[config.mk]
export PLATFORM = sky130hd
export DESIGN_NAME = mc_control_unit
export DESIGN_NICKNAME = d
export VERILOG_FILES = /design/src/rtl/mc_control_unit_pkg.sv /design/src/rtl/mc_decoder.sv /design/src/rtl/mc_control_unit.sv
export SDC_FILE = /design/constraint.sdc
export NUM_CORES = 1
export LEC_CHECK = 0
export ABC_AREA = 1
export CELL_PAD_IN_SITES_DETAIL_PLACEMENT = 1
export CELL_PAD_IN_SITES_GLOBAL_PLACEMENT = 2
export CORE_UTILIZATION = 28
export CTS_BUF_LIST = sky130_fd_sc_hd__clkbuf_4 sky130_fd_sc_hd__clkbuf_8
export CTS_CLUSTER_SIZE = 12
export DETAILED_ROUTE_END_ITERATION = 6
export MAX_ROUTING_LAYER = met4
export PLACE_DENSITY = 0.88
export RECOVER_POWER = 100
export SYNTH_ARGS = -nofsm -noshare
export SYNTH_HDL_FRONTEND = slang
export SYNTH_HIERARCHICAL = 1
export SYNTH_SLANG_ARGS = --single-unit
export TNS_END_PERCENT = 100
[constraint.sdc]
create_clock -name clk -period 3.2 [get_ports clk]
set_input_delay 0.32 -clock clk [delete_from_list [all_inputs] [get_ports clk]]
set_output_delay 0.32 -clock clk [all_outputs]
set_load 0.05 [all_outputs]
[src/rtl/mc_control_unit_pkg.sv]
// Shared encodings for the multi-cycle control unit: ISA opcodes/funcs,
// ALU function codes, FSM states, instruction classes and mux selects.
package mc_control_unit_pkg;

  localparam int WORD_SIZE = 16;

  // Instruction opcodes (IR[15:12]); all R-type and special ops use OPCODE_ALU
  localparam logic [3:0] OPCODE_BNE = 4'd0;
  localparam logic [3:0] OPCODE_BEQ = 4'd1;
  localparam logic [3:0] OPCODE_BGZ = 4'd2;
  localparam logic [3:0] OPCODE_BLZ = 4'd3;
  localparam logic [3:0] OPCODE_ADI = 4'd4;
  localparam logic [3:0] OPCODE_ORI = 4'd5;
  localparam logic [3:0] OPCODE_LHI = 4'd6;
  localparam logic [3:0] OPCODE_LWD = 4'd7;
  localparam logic [3:0] OPCODE_SWD = 4'd8;
  localparam logic [3:0] OPCODE_JMP = 4'd9;
  localparam logic [3:0] OPCODE_JAL = 4'd10;
  localparam logic [3:0] OPCODE_ALU = 4'd15;

  // Function field (IR[5:0]) under OPCODE_ALU
  localparam logic [5:0] INST_FUNC_ADD = 6'd0;
  localparam logic [5:0] INST_FUNC_SHR = 6'd7;
  localparam logic [5:0] INST_FUNC_JPR = 6'd25;
  localparam logic [5:0] INST_FUNC_JRL = 6'd26;
  localparam logic [5:0] INST_FUNC_WWD = 6'd28;
  localparam logic [5:0] INST_FUNC_HLT = 6'd29;

  // ALU function codes; R-type ALU ops 0..7 map one-to-one onto func 0..7
  localparam logic [3:0] FUNC_ADD = 4'd0;
  localparam logic [3:0] FUNC_SUB = 4'd1;
  localparam logic [3:0] FUNC_AND = 4'd2;
  localparam logic [3:0] FUNC_ORR = 4'd3;
  localparam logic [3:0] FUNC_NOT = 4'd4;
  localparam logic [3:0] FUNC_TCP = 4'd5;
  localparam logic [3:0] FUNC_SHL = 4'd6;
  localparam logic [3:0] FUNC_SHR = 4'd7;
  localparam logic [3:0] FUNC_LHI = 4'd8;
  localparam logic [3:0] FUNC_BNE = 4'd9;
  localparam logic [3:0] FUNC_BEQ = 4'd10;
  localparam logic [3:0] FUNC_BGZ = 4'd11;
  localparam logic [3:0] FUNC_BLZ = 4'd12;
  localparam logic [3:0] FUNC_JMP = 4'd13;

  typedef enum logic [2:0] {
    S_IF   = 3'd0,
    S_ID   = 3'd1,
    S_EX   = 3'd2,
    S_MEM  = 3'd3,
    S_WB   = 3'd4,
    S_BR   = 3'd5,
    S_HALT = 3'd6
  } state_t;

  typedef enum logic [3:0] {
    CLS_NOP, CLS_RALU, CLS_ADI, CLS_ORI, CLS_LHI, CLS_LWD, CLS_SWD,
    CLS_BR, CLS_JMP, CLS_JAL, CLS_JPR, CLS_JRL, CLS_WWD, CLS_HLT
  } iclass_t;

  // Datapath mux selects
  localparam logic       SRC_A_PC     = 1'b0;
  localparam logic       SRC_A_REG    = 1'b1;
  localparam logic [1:0] SRC_B_REG    = 2'd0;
  localparam logic [1:0] SRC_B_ONE    = 2'd1;
  localparam logic [1:0] SRC_B_SEXT   = 2'd2;
  localparam logic [1:0] SRC_B_ZEXT   = 2'd3;
  localparam logic [1:0] PCSRC_ALU    = 2'd0;
  localparam logic [1:0] PCSRC_ALUOUT = 2'd1;
  localparam logic [1:0] PCSRC_REG    = 2'd2;
  localparam logic [1:0] WB_ALUOUT    = 2'd0;
  localparam logic [1:0] WB_MDR       = 2'd1;
  localparam logic [1:0] WB_PC        = 2'd2;
  localparam logic [1:0] DST_RT       = 2'd0;
  localparam logic [1:0] DST_RD       = 2'd1;
  localparam logic [1:0] DST_R2       = 2'd2;

endpackage

[src/rtl/mc_decoder.sv]
// Combinational instruction decoder: opcode/func -> instruction class and ALU function.
module mc_decoder
  import mc_control_unit_pkg::*;
(
  input  logic [3:0] opcode,
  input  logic [5:0] func,
  output iclass_t    cls,
  output logic [3:0] alu_func
);

  // Classify the instruction; anything not recognised decodes as a NOP
  always_comb begin
    cls      = CLS_NOP;
    alu_func = FUNC_ADD;
    case (opcode)
      OPCODE_ALU: begin
        if (func <= INST_FUNC_SHR) begin
          cls      = CLS_RALU;
          alu_func = func[3:0];
        end else if (func == INST_FUNC_JPR) begin
          cls = CLS_JPR;
        end else if (func == INST_FUNC_JRL) begin
          cls = CLS_JRL;
        end else if (func == INST_FUNC_WWD) begin
          cls = CLS_WWD;
        end else if (func == INST_FUNC_HLT) begin
          cls = CLS_HLT;
        end
      end
      OPCODE_ADI: cls = CLS_ADI;
      OPCODE_ORI: begin cls = CLS_ORI; alu_func = FUNC_ORR; end
      OPCODE_LHI: begin cls = CLS_LHI; alu_func = FUNC_LHI; end
      OPCODE_LWD: cls = CLS_LWD;
      OPCODE_SWD: cls = CLS_SWD;
      OPCODE_BNE: begin cls = CLS_BR; alu_func = FUNC_BNE; end
      OPCODE_BEQ: begin cls = CLS_BR; alu_func = FUNC_BEQ; end
      OPCODE_BGZ: begin cls = CLS_BR; alu_func = FUNC_BGZ; end
      OPCODE_BLZ: begin cls = CLS_BR; alu_func = FUNC_BLZ; end
      OPCODE_JMP: begin cls = CLS_JMP; alu_func = FUNC_JMP; end
      OPCODE_JAL: begin cls = CLS_JAL; alu_func = FUNC_JMP; end
      default:    cls = CLS_NOP;
    endcase
  end

endmodule

[src/rtl/mc_control_unit.sv]
// Multi-cycle control FSM for the shared 16-bit datapath. Strobes are decoded
// from the current state and IR fields; only the state, branch flag, memory
// wait counter and retired-instruction count are registered.
module mc_control_unit
  import mc_control_unit_pkg::*;
#(
  parameter int MEM_TIMEOUT = 0
) (
  input  logic        clk,
  input  logic        reset,
  input  logic [3:0]  opcode,
  input  logic [5:0]  func,
  input  logic        b_cond,
  input  logic        mem_ack,
  output logic        mem_read,
  output logic        mem_write,
  output logic        i_or_d,
  output logic        ir_write,
  output logic        pc_write,
  output logic        reg_write,
  output logic [1:0]  reg_dst,
  output logic [1:0]  wb_src,
  output logic        alu_src_a,
  output logic [1:0]  alu_src_b,
  output logic [3:0]  alu_func,
  output logic [1:0]  pc_source,
  output logic        output_en,
  output logic        is_halted,
  output logic [15:0] num_inst
);

  localparam logic [15:0] TIMEOUT_LAST = 16'(MEM_TIMEOUT - 1);

  state_t      state_q, state_d;
  logic        flag_q, flag_d;
  logic [15:0] num_inst_q, num_inst_d;
  logic [15:0] wait_q, wait_d;
  logic        retire;
  logic        mem_expired;
  iclass_t     cls;
  logic [3:0]  dec_func;

  mc_decoder u_dec (
    .opcode   (opcode),
    .func     (func),
    .cls      (cls),
    .alu_func (dec_func)
  );

  assign mem_expired = (MEM_TIMEOUT != 0) && (wait_q == TIMEOUT_LAST);
  assign num_inst    = num_inst_q;

  // Next state and per-state strobes; everything is held at its reset value while reset is high
  always_comb begin
    state_d   = state_q;
    flag_d    = flag_q;
    wait_d    = '0;
    retire    = 1'b0;
    mem_read  = 1'b0;
    mem_write = 1'b0;
    i_or_d    = 1'b0;
    ir_write  = 1'b0;
    pc_write  = 1'b0;
    reg_write = 1'b0;
    reg_dst   = DST_RT;
    wb_src    = WB_ALUOUT;
    alu_src_a = SRC_A_PC;
    alu_src_b = SRC_B_REG;
    alu_func  = FUNC_ADD;
    pc_source = PCSRC_ALU;
    output_en = 1'b0;
    is_halted = 1'b0;
    if (!reset) begin
      case (state_q)
        S_IF: begin
          mem_read = 1'b1;
          if (mem_ack) begin
            ir_write = 1'b1;
            state_d  = S_ID;
          end else if (mem_expired) begin
            state_d = S_HALT;
          end else begin
            wait_d = wait_q + 16'd1;
          end
        end
        S_ID: begin
          alu_src_a = SRC_A_PC;
          alu_src_b = SRC_B_ONE;
          pc_source = PCSRC_ALU;
          pc_write  = 1'b1;
          case (cls)
            CLS_HLT: state_d = S_HALT;
            CLS_WWD: begin output_en = 1'b1; retire = 1'b1; state_d = S_IF; end
            CLS_NOP: begin retire = 1'b1; state_d = S_IF; end
            default: state_d = S_EX;
          endcase
        end
        S_EX: begin
          case (cls)
            CLS_RALU: begin
              alu_src_a = SRC_A_REG; alu_src_b = SRC_B_REG; alu_func = dec_func; state_d = S_WB;
            end
            CLS_ADI: begin
              alu_src_a = SRC_A_REG; alu_src_b = SRC_B_SEXT; alu_func = dec_func; state_d = S_WB;
            end
            CLS_ORI, CLS_LHI: begin
              alu_src_a = SRC_A_REG; alu_src_b = SRC_B_ZEXT; alu_func = dec_func; state_d = S_WB;
            end
            CLS_LWD, CLS_SWD: begin
              alu_src_a = SRC_A_REG; alu_src_b = SRC_B_SEXT; alu_func = FUNC_ADD; state_d = S_MEM;
            end
            CLS_BR: begin
              alu_src_a = SRC_A_REG; alu_src_b = SRC_B_REG; alu_func = dec_func;
              flag_d    = b_cond;
              state_d   = S_BR;
            end
            CLS_JMP, CLS_JAL: begin
              alu_func  = FUNC_JMP; alu_src_a = SRC_A_PC; alu_src_b = SRC_B_SEXT;
              pc_write  = 1'b1; retire = 1'b1; state_d = S_IF;
              // PC already holds PC+1, so the link value is simply the PC
              if (cls == CLS_JAL) begin
                reg_write = 1'b1; reg_dst = DST_R2; wb_src = WB_PC;
              end
            end
            CLS_JPR, CLS_JRL: begin
              pc_source = PCSRC_REG; pc_write = 1'b1; retire = 1'b1; state_d = S_IF;
              if (cls == CLS_JRL) begin
                reg_write = 1'b1; reg_dst = DST_R2; wb_src = WB_PC;
              end
            end
            default: begin retire = 1'b1; state_d = S_IF; end
          endcase
        end
        S_BR: begin
          alu_func  = FUNC_ADD;
          alu_src_a = SRC_A_PC;
          alu_src_b = SRC_B_SEXT;
          pc_source = PCSRC_ALU;
          pc_write  = flag_q;
          retire    = 1'b1;
          state_d   = S_IF;
        end
        S_MEM: begin
          i_or_d = 1'b1;
          if (cls == CLS_LWD) mem_read = 1'b1;
          else                mem_write = 1'b1;
          if (mem_ack) begin
            if (cls == CLS_LWD) begin
              state_d = S_WB;
            end else begin
              retire  = 1'b1;
              state_d = S_IF;
            end
          end else if (mem_expired) begin
            state_d = S_HALT;
          end else begin
            wait_d = wait_q + 16'd1;
          end
        end
        S_WB: begin
          reg_write = 1'b1;
          wb_src    = (cls == CLS_LWD)  ? WB_MDR : WB_ALUOUT;
          reg_dst   = (cls == CLS_RALU) ? DST_RD : DST_RT;
          retire    = 1'b1;
          state_d   = S_IF;
        end
        S_HALT: is_halted = 1'b1;
        default: state_d = S_IF;
      endcase
    end
  end

  // Retired-instruction counter wraps naturally at 16 bits
  always_comb begin
    num_inst_d = retire ? num_inst_q + 16'd1 : num_inst_q;
  end

  // State, branch flag, wait counter and instruction count
  always_ff @(posedge clk or posedge reset) begin
    if (reset) begin
      state_q    <= S_IF;
      flag_q     <= 1'b0;
      num_inst_q <= '0;
      wait_q     <= '0;
    end else begin
      state_q    <= state_d;
      flag_q     <= flag_d;
      num_inst_q <= num_inst_d;
      wait_q     <= wait_d;
    end
  end

endmodule

Yosys cells after proc, flatten, opt, wreduce, memory -nomap -nowiden

Cells that the tools add are included.

Add/subtract/negate cells: 1
$mul: 0
Divide/modulo/power cells: 0
Order comparisons: 1
Equal/unequal tests: 36
Shift-type cells: 0
Muxes and demuxes: 64
Bitwise operators: 2
Reduce and logical (&&, ||, !) cells: 18

Operator list:

| operator                                                              | number |
|---|---|
| 4-bit == test, second input constant                                  | 10 |
| 4-bit one-hot mux with 9 select lines                                 | 1 |
| 4-bit by 3-bit == test with 1-bit output, second input constant       | 8 |
| 4-bit 2-to-1 mux                                                      | 8 |
| 4-bit one-hot mux with 8 select lines                                 | 1 |
| 1-bit 2-to-1 mux                                                      | 29 |
| 6-bit by 5-bit == test with 1-bit output, second input constant       | 4 |
| 16-bit by 1-bit adder with 16-bit output, second input constant       | 1 |
| 4-bit by 2-bit == test with 1-bit output, second input constant       | 4 |
| 2-bit 2-to-1 mux                                                      | 8 |
| 2-bit one-hot mux with 2 select lines                                 | 4 |
| 3-bit one-hot mux with 5 select lines                                 | 1 |
| 2-bit OR reduction                                                    | 7 |
| 4-bit OR reduction                                                    | 3 |
| 5-bit OR reduction                                                    | 2 |
| 3-bit == test, second input constant                                  | 3 |
| 3-bit 2-to-1 mux                                                      | 3 |
| 3-bit one-hot mux with 3 select lines                                 | 1 |
| 4-bit by 1-bit == test with 1-bit output, second input constant       | 2 |
| 4-bit logical NOT                                                     | 2 |
| 4-bit one-hot mux with 2 select lines                                 | 1 |
| 7-bit OR reduction                                                    | 1 |
| 3-bit by 2-bit == test with 1-bit output, second input constant       | 2 |
| 6-bit by 3-bit <= comparator with 1-bit output, second input constant | 1 |
| 11 further kinds                                                      | 15 |

Bits in registers: 20
Latch bits: 0
RAM bits: 0
Memory bits (read-only): 0
Input port bits: 14
Memories kept: 0

Depth between registers and ports, before layout

Gate-level depths: netlist (run 1).

Word-level depth: 12
Mapped depth: 17
Mapped depth without buffers: 17

Cells and area by module

Netlist (run 1), hierarchy kept.

Modules (own cells, without submodules):

| module          | instances | cells an instance | area each (um2) | sequential area each (um2) |
|---|---|---|---|---|
| mc_control_unit | 1         | 255               | 1614.0          | 500.5 |
| mc_decoder      | 1         | 67                | 322.8           | 0.0 |

Least setup slack after synthesis (run 1)

Ideal clock, no wire load.

Path kind: input -> output
Start: input port func[5]
End: output port output_en
Arrival time: 2620 ps
Slack: 260 ps
Cell stages on the path: 9
Path buffers: 0
Path through: nor2_1 > nand2_2 > nand2_1 > inv_2 > nand2_1 > nand2_1 > nor2_2 > inv_1 > nor4_1

RTL lines:

| item                                     | line                  | text |
|---|---|---|
| from (decl)                              | mc_control_unit.sv:12 | `input logic [5:0] func,` |
| 6-bit by 5-bit == test with 1-bit output | mc_decoder.sv:24      | `end else if (func == INST_FUNC_WWD) begin` |
| 4-bit 2-to-1 mux                         | mc_decoder.sv:24      |  |
| 4-bit 2-to-1 mux                         | mc_decoder.sv:22      | `end else if (func == INST_FUNC_JRL) begin` |
| 4-bit 2-to-1 mux                         | mc_decoder.sv:20      | `end else if (func == INST_FUNC_JPR) begin` |
| 4-bit 2-to-1 mux *                       | mc_decoder.sv:17      | `if (func <= INST_FUNC_SHR) begin` |
| 4-bit one-hot mux with 9 select lines *  | mc_decoder.sv:15      | `case (opcode)` |
| named net cls[1]                         | mc_control_unit.sv:40 | `iclass_t cls;` |
| 4-bit == test *                          | mc_control_unit.sv:91 | `case (cls)` |
| 1-bit 2-to-1 mux *                       | mc_control_unit.sv:91 |  |
| 1-bit 2-to-1 mux *                       | mc_control_unit.sv:74 | `case (state_q)` |
| 1-bit 2-to-1 mux *                       | mc_control_unit.sv:73 | `if (!reset) begin` |
| to (decl)                                | mc_control_unit.sv:27 | `output logic output_en,` |

The timed path passes the listed nets; every way through them passes the cells marked *.

Final worst setup path (run 1)

Start: input port opcode[1]
End: output port alu_src_b[0]

Word-level cells in the longest chain between the ends: 8

Ends and longest elaborated chain:

| item                                                                      | line                  | text |
|---|---|---|
| from (decl)                                                               | mc_control_unit.sv:11 | `input logic [3:0] opcode,` |
| 4-bit by 1-bit == test with 1-bit output, or another cell as far along    | mc_decoder.sv:15      |  |
| 4-bit OR reduction (no line)                                              | n/a                   |  |
| 4-bit one-hot mux with 9 select lines *                                   | mc_decoder.sv:15      |  |
| named net cls[1]                                                          | mc_control_unit.sv:40 |  |
| 4-bit == test, or another cell as far along                               | mc_control_unit.sv:99 | `case (cls)` |
| 5-bit OR reduction (no line) / 2-bit OR reduction (equally long branches) | n/a                   |  |
| 2-bit one-hot mux with 2 select lines *                                   | mc_control_unit.sv:99 |  |
| 2-bit one-hot mux with 3 select lines *                                   | mc_control_unit.sv:74 |  |
| 2-bit 2-to-1 mux *                                                        | mc_control_unit.sv:73 |  |
| to (decl)                                                                 | mc_control_unit.sv:24 | `output logic [1:0] alu_src_b,` |

Marks and branches as above.

==> report_table.html, run 1 <==
<table>
<tr><th>Metric</th><th>Value</th></tr>
<tr><th colspan="2">Global routing</th></tr>
<tr><td>Aggregate global-route resource usage</td><td>16.7%</td></tr>
<tr><td>Wire length of the first global-routing pass</td><td>9610 µm</td></tr>
<tr><td>Global route total overflow</td><td>0</td></tr>
<tr><td>Initial antenna violation count</td><td>0</td></tr>
<tr><td>Vias in the first global route</td><td>2059</td></tr>
<tr><td>Largest net degree at the start of global routing</td><td>19</td></tr>
<tr><th colspan="2">Setup path</th></tr>
<tr><td>Worst R2R End</td><td>num_inst[12]</td></tr>
<tr><td>Type of the worst setup path</td><td>in -&gt; out</td></tr>
<tr><td>Crit path arrival time</td><td>2630 ps</td></tr>
<tr><td>Launching instance or port of the critical path</td><td>opcode[1]</td></tr>
<tr><td>Setup slack on the worst flop-to-flop path</td><td>1340 ps</td></tr>
<tr><td>Critical Path Start Type</td><td>input pin</td></tr>
<tr><td>Crit path capture type</td><td>output port</td></tr>
<tr><td>Crit path to</td><td>alu_src_b[0]</td></tr>
<tr><td>Worst reg2reg path depth</td><td>9</td></tr>
<tr><td>Worst endpoint required time</td><td>2880 ps</td></tr>
<tr><td>R2r startpoint</td><td>state_q[1]</td></tr>
<tr><td>Maximum fanout count along the critical path</td><td>6</td></tr>
<tr><th colspan="2">Cells and area</th></tr>
<tr><td>Fin area</td><td>2480 µm²</td></tr>
<tr><td>Multi-input gate area</td><td>1230 µm²</td></tr>
<tr><td>Final core occ</td><td>38.2%</td></tr>
<tr><td>Number of filler instances in the final layout</td><td>880</td></tr>
<tr><td>Fraction of final layout cells with drive strength greater than 1</td><td>11.6%</td></tr>
<tr><td>ANT cells</td><td>0</td></tr>
<tr><td>Number of nets in the final layout</td><td>387</td></tr>
<tr><td>Sequential cell area in the final layout</td><td>500 µm²</td></tr>
<tr><td>Synth-to-Final Area Change</td><td>28.2%</td></tr>
<tr><th colspan="2">Synthesis</th></tr>
<tr><td>EDFF count, synth</td><td>0</td></tr>
<tr><td>Count of yosys warnings during synthesis</td><td>6</td></tr>
<tr><td>Cells after Synth</td><td>322</td></tr>
<tr><td>Sequential share of the synthesized area</td><td>25.8%</td></tr>
<tr><td>Register bit total from synthesis</td><td>20</td></tr>
<tr><td>Total nets after synthesis</td><td>337</td></tr>
<tr><td>Syn avg cell area</td><td>6.02 µm²</td></tr>
<tr><td>Synth unique cells</td><td>33</td></tr>
<tr><td>Synth Flop Type</td><td>sky130_fd_sc_hd__dfrtp_1</td></tr>
<tr><td>Post-synth ARST share</td><td>100%</td></tr>
<tr><td>Combined area of all synthesized cells</td><td>1940 µm²</td></tr>
<tr><th colspan="2">Floorplan</th></tr>
<tr><td>Die area</td><td>7250 µm²</td></tr>
<tr><td>Std-Cell Core Area</td><td>6490 µm²</td></tr>
<tr><td>Die Height</td><td>85.2 µm</td></tr>
<tr><td># rows</td><td>29</td></tr>
<tr><td>Io pins</td><td>51</td></tr>
<tr><td>DIE WIDTH</td><td>85.2 µm</td></tr>
<tr><td>Starting utilization of the core area</td><td>29.8%</td></tr>
<tr><th colspan="2">Routing</th></tr>
<tr><td>Total via count in the routed design</td><td>2143</td></tr>
<tr><td>Number of iterations in the first detailed-routing pass</td><td>4</td></tr>
<tr><td>Final WL</td><td>5770 µm</td></tr>
<tr><td>Number of nets with antenna violations after detailed routing</td><td>0</td></tr>
<tr><td>Violation count after the first detailed-route iteration</td><td>96</td></tr>
<tr><td>Routed wirelength normalized by instance count</td><td>12.9 µm</td></tr>
<tr><td>Post-DR vias/cell</td><td>4.78</td></tr>
<tr><td>Post-route DRC</td><td>0</td></tr>
<tr><th colspan="2">Worst hold path</th></tr>
<tr><td>Class of the most critical hold timing path</td><td>reg -&gt; reg</td></tr>
<tr><td>Instance count along the most critical hold path</td><td>2</td></tr>
<tr><th colspan="2">Clocking</th></tr>
<tr><td>Resized cells post-CTS</td><td>0</td></tr>
<tr><td>Clock buffers created by TritonCTS</td><td>3</td></tr>
<tr><td>Clock root cell</td><td>sky130_fd_sc_hd__clkbuf_8</td></tr>
<tr><td>Hold bufs inserted after CTS</td><td>0</td></tr>
<tr><td>CTS clk-pin slew, worst paths</td><td>80 ps</td></tr>
<tr><td>CTS tree</td><td>done</td></tr>
<tr><td>Clock insertion delay at the later pin of the skew report</td><td>270 ps</td></tr>
<tr><td>Number of H-tree levels</td><td>1</td></tr>
<tr><td>Number of buffers inserted to repair setup after CTS</td><td>0</td></tr>
<tr><td>Sinks on Clock Net</td><td>20</td></tr>
<tr><td>Clk buf depth</td><td>2</td></tr>
<tr><th colspan="2">Placement</th></tr>
<tr><td>Post-DP Area</td><td>2550 µm²</td></tr>
<tr><td>IO Port Bufs</td><td>49</td></tr>
<tr><td>Final GP Congestion</td><td>0.852</td></tr>
<tr><td>Detailed Place HPWL</td><td>4760 µm</td></tr>
<tr><th colspan="2">Timing</th></tr>
<tr><td>Sum of negative setup slack</td><td>0 ps</td></tr>
<tr><td>Post-layout minimum cycle time</td><td>2950 ps</td></tr>
<tr><td>Final count of negative-setup-slack endpoints</td><td>0</td></tr>
<tr><td>Unrepaired setup endpoints after global routing</td><td>no</td></tr>
<tr><td>Maximum clock frequency</td><td>0.340 GHz</td></tr>
<tr><td>Worst-Margin Slew</td><td>890 ps</td></tr>
<tr><td>Worst slew margin relative to its limit</td><td>40.7%</td></tr>
<tr><td>Final clock skew</td><td>6.98 ps</td></tr>
<tr><td>Number of max-slew violations in the final report</td><td>0</td></tr>
<tr><td>Final worst-path cycle share</td><td>92.0%</td></tr>
<tr><td>Final Hold Violating Endpoints</td><td>0</td></tr>
<tr><td>Final-layout worst hold slack</td><td>516 ps</td></tr>
<tr><th colspan="2">Power and ir drop</th></tr>
<tr><td>Int Pwr</td><td>633 µW</td></tr>
<tr><td>Overall Power</td><td>1.25 mW</td></tr>
<tr><td>Seq pwr share</td><td>28.7%</td></tr>
<tr><td>Share of power burned in the clock network</td><td>21.1%</td></tr>
<tr><td>Sw Share</td><td>49.6%</td></tr>
<tr><td>Standby leakage power</td><td>1.25 nW</td></tr>
<tr><td>Highest ir drop seen on vdd</td><td>0.152 mV</td></tr>
<tr><td>Switching power</td><td>622 µW</td></tr>
<tr><td>Gate power share</td><td>50.3%</td></tr>
<tr><td>Ratio of total power to cell area</td><td>505 nW/µm²</td></tr>
<tr><th colspan="2">Status</th></tr>
<tr><td>Status</td><td>complete, no violations</td></tr>
<tr><th colspan="2">Job</th></tr>
<tr><td>Max-capacitance violation count</td><td>0</td></tr>
</table>
-- per-layer routing --
metal	vias to the layer above	part of all wire, %	global-route usage [%]	wire, µm
met4	0	0.59	3.24	34
met2	29	46	27.6	2630
met3	2	2.7	1.95	154
met1	996	51	22.1	2950
met5	-	0	-	0
li1	1116	-	-	-
-- registers in the layout, indices dropped and copies added, names as in the netlist --
| register | cells |
|---|---|
| num_inst | 16 |
| flag_q | 1 |
| state_q | 3 |
-- power by group through the flow --
| stage | clock network, mW | registers [mW] | logic (mW) |
|---|---|---|---|
| 3_3_place_gp | 0 | 0.361 | 0.683 |
| 5_1_grt | 0.281 | 0.366 | 0.688 |
| 3_5_place_dp | 0 | 0.364 | 0.695 |
| 6_report | 0.264 | 0.360 | 0.631 |
| 2_1_floorplan | 0 | 0.408 | 0.436 |
| 4_1_cts | 0.273 | 0.359 | 0.698 |
-- critical path: stages --
cell and delay, ps:
sky130_fd_sc_hd__clkdlybuf4s50_1 570, sky130_fd_sc_hd__nor2_1 100, sky130_fd_sc_hd__nor2_2 120, sky130_fd_sc_hd__inv_1 60, sky130_fd_sc_hd__o21ai_0 100, sky130_fd_sc_hd__nand2_1 180
sky130_fd_sc_hd__nor2_1 310, sky130_fd_sc_hd__nand2_1 150, sky130_fd_sc_hd__o21ai_0 100, sky130_fd_sc_hd__nand2_1 60, sky130_fd_sc_hd__o21ai_0 60, sky130_fd_sc_hd__clkbuf_1 490
-- cell families (layout without fill, tap and decap cells) --
group	count (synthesis)	after routing	share of synthesized area, %
AOI/OAI and AO/OA	27	27	7.49
xor gates and xnor gates	8	8	3.62
adders and majority gates	1	1	0.646
DFF	20	20	25.8
buffers and inverters	44	93	10.3
other	1	1	0.194
and+or+nand+nor	221	221	51.9
-- final cells by class --
class / count / area share (%)
clock inverters: 1 / 1.21
multi-input cells: 258 / 49.6
well taps: 77 / 3.88
inverters: 37 / 5.59
clock buffers: 3 / 1.66
flip-flops and latches: 20 / 20.2
repair buffers: 52 / 17.9
-- how the worst min path moves through the flow --
stage | from | end | slack, ps
after global routing | reset | flag_q | 560
after floorplan | reset | flag_q | 310
final | flag_q | flag_q | 520
after CTS | reset | flag_q | 460
after global placement | flag_q | flag_q | 510
after detailed placement | flag_q | flag_q | 510
-- synth_stat cells, types with 2 or more instances --
| master | instances | share of area (%) |
|---|---|---|
| sky130_fd_sc_hd__nand2_1 | 113 | 22 |
| sky130_fd_sc_hd__nor2_1 | 46 | 8.9 |
| sky130_fd_sc_hd__inv_1 | 27 | 5.2 |
| sky130_fd_sc_hd__nand3_1 | 24 | 6.2 |
| sky130_fd_sc_hd__dfrtp_1 | 20 | 26 |
| sky130_fd_sc_hd__a21oi_1 | 12 | 3.1 |
| sky130_fd_sc_hd__o21ai_0 | 10 | 2.6 |
| sky130_fd_sc_hd__inv_2 | 8 | 1.6 |
| sky130_fd_sc_hd__nand3_2 | 7 | 3.6 |
| sky130_fd_sc_hd__nor2_2 | 7 | 2.3 |
| sky130_fd_sc_hd__nand2_2 | 6 | 1.9 |
| sky130_fd_sc_hd__nand4_1 | 5 | 1.6 |
| sky130_fd_sc_hd__nor3_1 | 4 | 1.0 |
| sky130_fd_sc_hd__xnor2_1 | 4 | 1.8 |
| sky130_fd_sc_hd__xor2_1 | 4 | 1.8 |
| sky130_fd_sc_hd__buf_4 | 3 | 1.2 |
| sky130_fd_sc_hd__buf_6 | 3 | 1.7 |
| sky130_fd_sc_hd__and2_1 | 2 | 0.65 |
| sky130_fd_sc_hd__clkinv_1 | 2 | 0.39 |
| sky130_fd_sc_hd__o21ai_2 | 2 | 0.90 |
-- cell usage in the layout (no fill, tap or decap), types with 10 or more instances in the layout --
cell	n
sky130_fd_sc_hd__inv_1	27
sky130_fd_sc_hd__o21ai_0	10
sky130_fd_sc_hd__clkdlybuf4s50_1	12
sky130_fd_sc_hd__nand2_1	114
sky130_fd_sc_hd__dfrtp_1	20
sky130_fd_sc_hd__nor2_1	47
sky130_fd_sc_hd__dlygate4sd3_1	20
sky130_fd_sc_hd__clkbuf_1	12
sky130_fd_sc_hd__nand3_1	24
sky130_fd_sc_hd__a21oi_1	12
-- metrics by stage --
stage	std cells	setup slack (ps)
3_5_place_dp	444	156
3_3_place_gp	444	222
6_report	448	255
4_1_cts	448	159
5_1_grt	448	35.2
2_1_floorplan	322	260
(Power assumes the default switching activity.)
==> run 2, diff against run 1 <==
Settings changed: SLEW_MARGIN set to 20.
==> results of run 2 <==
Same layout as run 1: the final DEF is identical, and so are final timing and power.
==> run 3, diff against run 2 <==
Settings changed: CORE_UTILIZATION 28 to 27, CTS_BUF_LIST sky130_fd_sc_hd__clkbuf_4 sky130_fd_sc_hd__clkbuf_8 to unset, PLACE_DENSITY 0.88 to 0.85.
==> report_table.html, run 3 (synthesis gave the netlist of run 1 again) <==
<table>
<tr><th>Metric</th><th>Value</th></tr>
<tr><th colspan="2">Global routing</th></tr>
<tr><td>Global route total overflow</td><td>0</td></tr>
<tr><td>Largest net degree at the start of global routing</td><td>22</td></tr>
<tr><td>Initial antenna violation count</td><td>0</td></tr>
<tr><td>Wire length of the first global-routing pass</td><td>10100 µm</td></tr>
<tr><td>Vias in the first global route</td><td>2048</td></tr>
<tr><td>Aggregate global-route resource usage</td><td>17.4%</td></tr>
<tr><th colspan="2">Cells and area</th></tr>
<tr><td>Post-Layout Cell Count</td><td>469</td></tr>
<tr><td>Final core occ</td><td>37.3%</td></tr>
<tr><td>Leading cell type in the layout, fill and taps excluded</td><td>sky130_fd_sc_hd__nand2_1</td></tr>
<tr><td>Multi-input gate area</td><td>1230 µm²</td></tr>
<tr><td>Number of nets in the final layout</td><td>389</td></tr>
<tr><td>Synth-to-Final Area Change</td><td>32.4%</td></tr>
<tr><td>Top library cells by usage in the layout, fill and taps aside</td><td>sky130_fd_sc_hd__nand2_1 (115), sky130_fd_sc_hd__nor2_1 (47), sky130_fd_sc_hd__inv_1 (27), sky130_fd_sc_hd__nand3_1 (24)</td></tr>
<tr><td>Number of flip-flops under the largest register name</td><td>16</td></tr>
<tr><td>Number of filler instances in the final layout</td><td>916</td></tr>
<tr><td>ANT cells</td><td>0</td></tr>
<tr><td>Sequential cell area in the final layout</td><td>500 µm²</td></tr>
<tr><td>Fraction of final layout cells with drive strength greater than 1</td><td>12.3%</td></tr>
<tr><th colspan="2">Clocking</th></tr>
<tr><td>Clk buf depth</td><td>2</td></tr>
<tr><td>Hold bufs inserted after CTS</td><td>0</td></tr>
<tr><td>Number of buffers inserted to repair setup after CTS</td><td>0</td></tr>
<tr><td>Clock root cell</td><td>sky130_fd_sc_hd__clkbuf_8</td></tr>
<tr><td>Sinks on Clock Net</td><td>20</td></tr>
<tr><td>Clock buffers created by TritonCTS</td><td>3</td></tr>
<tr><td>CTS clk-pin slew, worst paths</td><td>90 ps</td></tr>
<tr><td>CTS tree</td><td>done</td></tr>
<tr><td>Number of H-tree levels</td><td>1</td></tr>
<tr><td>Resized cells post-CTS</td><td>0</td></tr>
<tr><td>Clock insertion delay at the later pin of the skew report</td><td>270 ps</td></tr>
<tr><th colspan="2">Floorplan</th></tr>
<tr><td>DIE WIDTH</td><td>86.7 µm</td></tr>
<tr><td>Starting utilization of the core area</td><td>28.2%</td></tr>
<tr><td>Die Height</td><td>86.7 µm</td></tr>
<tr><td>Die area</td><td>7520 µm²</td></tr>
<tr><td>Std-Cell Core Area</td><td>6870 µm²</td></tr>
<tr><td># rows</td><td>30</td></tr>
<tr><td>Io pins</td><td>51</td></tr>
<tr><th colspan="2">Timing</th></tr>
<tr><td>Final Hold Violating Endpoints</td><td>0</td></tr>
<tr><td>Worst-Margin Slew</td><td>994 ps</td></tr>
<tr><td>Sum of negative setup slack</td><td>0 ps</td></tr>
<tr><td>Final clock skew</td><td>3.86 ps</td></tr>
<tr><td>Final-layout worst hold slack</td><td>523 ps</td></tr>
<tr><td>Final count of negative-setup-slack endpoints</td><td>0</td></tr>
<tr><td>Unrepaired setup endpoints after global routing</td><td>no</td></tr>
<tr><td>Maximum clock frequency</td><td>0.339 GHz</td></tr>
<tr><td>Post-layout minimum cycle time</td><td>2950 ps</td></tr>
<tr><td>Final worst-path cycle share</td><td>92.3%</td></tr>
<tr><td>Number of max-slew violations in the final report</td><td>0</td></tr>
<tr><td>Worst slew margin relative to its limit</td><td>33.8%</td></tr>
<tr><th colspan="2">Placement</th></tr>
<tr><td>IO Port Bufs</td><td>49</td></tr>
<tr><td>Final GP Congestion</td><td>0.874</td></tr>
<tr><td>Detailed Place HPWL</td><td>5070 µm</td></tr>
<tr><td>Number of placed instances with taps included</td><td>465</td></tr>
<tr><th colspan="2">Setup path</th></tr>
<tr><td>Worst path top cell family by delay</td><td>buffers and inverters</td></tr>
<tr><td>Critical Path Start Type</td><td>input pin</td></tr>
<tr><td>CP cell instances</td><td>clkdlybuf4s50_1 -&gt; nand2_2 -&gt; inv_1 -&gt; nor2_1 -&gt; nand2_2 -&gt; nand3_1 -&gt; inv_1 -&gt; nand2_1 -&gt; nor2_1 -&gt; inv_1 -&gt; nand4_1 -&gt; and3_1 -&gt; clkbuf_2</td></tr>
<tr><td>Type of the worst setup path</td><td>in -&gt; out</td></tr>
<tr><td>Crit path buffers/inverters</td><td>5</td></tr>
<tr><td>Crit path arrival time</td><td>2630 ps</td></tr>
<tr><td>Critical Path Slowest Stage Cell</td><td>sky130_fd_sc_hd__clkdlybuf4s50_1</td></tr>
<tr><td>Most prevalent standard cell on the critical path</td><td>sky130_fd_sc_hd__inv_1</td></tr>
<tr><td>Stage delay of the slowest cell on the critical path</td><td>590 ps</td></tr>
<tr><td>Worst endpoint required time</td><td>2880 ps</td></tr>
<tr><td>Maximum fanout count along the critical path</td><td>6</td></tr>
<tr><td>Crit path capture type</td><td>output port</td></tr>
<tr><th colspan="2">Routing</th></tr>
<tr><td>Post-route DRC</td><td>0</td></tr>
<tr><td>Violation count after the first detailed-route iteration</td><td>62</td></tr>
<tr><td>Routed wirelength normalized by instance count</td><td>13.0 µm</td></tr>
<tr><td>Final WL</td><td>6110 µm</td></tr>
<tr><td>Number of iterations in the first detailed-routing pass</td><td>4</td></tr>
<tr><td>Post-DR vias/cell</td><td>4.70</td></tr>
<tr><td>Total via count in the routed design</td><td>2204</td></tr>
<tr><td>Number of nets with antenna violations after detailed routing</td><td>0</td></tr>
<tr><th colspan="2">Power and ir drop</th></tr>
<tr><td>Ratio of total power to cell area</td><td>505 nW/µm²</td></tr>
<tr><td>Standby leakage power</td><td>1.28 nW</td></tr>
<tr><td>Overall Power</td><td>1.29 mW</td></tr>
<tr><td>Highest ir drop seen on vdd</td><td>0.216 mV</td></tr>
<tr><th colspan="2">Worst hold path</th></tr>
<tr><td>Class of the most critical hold timing path</td><td>reg -&gt; reg</td></tr>
<tr><th colspan="2">Job</th></tr>
<tr><td>Max-capacitance violation count</td><td>0</td></tr>
<tr><th colspan="2">Status</th></tr>
<tr><td>Status</td><td>complete, no violations</td></tr>
</table>
## run 3: cell count changes in the layout (fill, tap and decap cells not counted)
cell	change
sky130_fd_sc_hd__clkdlybuf4s15_2	-1
sky130_fd_sc_hd__nand2_1	+1
sky130_fd_sc_hd__buf_4	+3
sky130_fd_sc_hd__buf_12	+3
sky130_fd_sc_hd__clkbuf_2	-1
sky130_fd_sc_hd__nand2_2	-1
sky130_fd_sc_hd__clkbuf_1	-2
## run 3: worst min-delay path, cell delays in order (launching register included)
cell and delay, ps:
sky130_fd_sc_hd__dfrtp_1 370, sky130_fd_sc_hd__inv_1 70, sky130_fd_sc_hd__a21oi_1 60
## run 3: worst paths after layout
kind                             from            to  slack [ps]  cells past startpoint
hold / removal                 flag_q        flag_q         520                      2
setup / recovery            opcode[1]   alu_func[1]         250                     13
hold reg to reg                flag_q        flag_q         520                      2
min in group asynchronous       reset    state_q[2]         880                      3
max in group asynchronous       reset   num_inst[1]         940                      4
setup reg to reg           state_q[2]  num_inst[10]        1300                     10
## run 3: layout make-up
cell class	count	share of cell area, %
sequential	20	19.5
timing repair buffer	54	19.6
clock buffer	3	1.61
multi-input combinational	258	48.0
inverter	37	5.42
tap	96	4.69
clock inverter	1	1.17
## run 3: metrics by stage
stage                     setup WS [ps]  cell area, µm²
after floorplan                     260            1940
after global placement              260            2580
after detailed placement            337            2580
after CTS                           332            2650
after global routing               34.9            2560
final                               248            2560
## run 3: routing by layer
metal / part of all wire [%] / wire [µm] / global-route usage (%) / vias up
li1: - / - / - / 1112
met1: 50 / 3060 / 23.4 / 1056
met2: 47 / 2870 / 28.6 / 34
met3: 2.4 / 148 / 2.00 / 2
met4: 0.54 / 33 / 2.88 / 0
met5: 0 / 0 / - / -
## run 3: power by group
group          total [mW]  internal [mW]  switching [mW]
Sequential          0.359          0.292          0.0675
Combinational       0.669          0.203           0.466
Clock               0.267          0.167           0.100
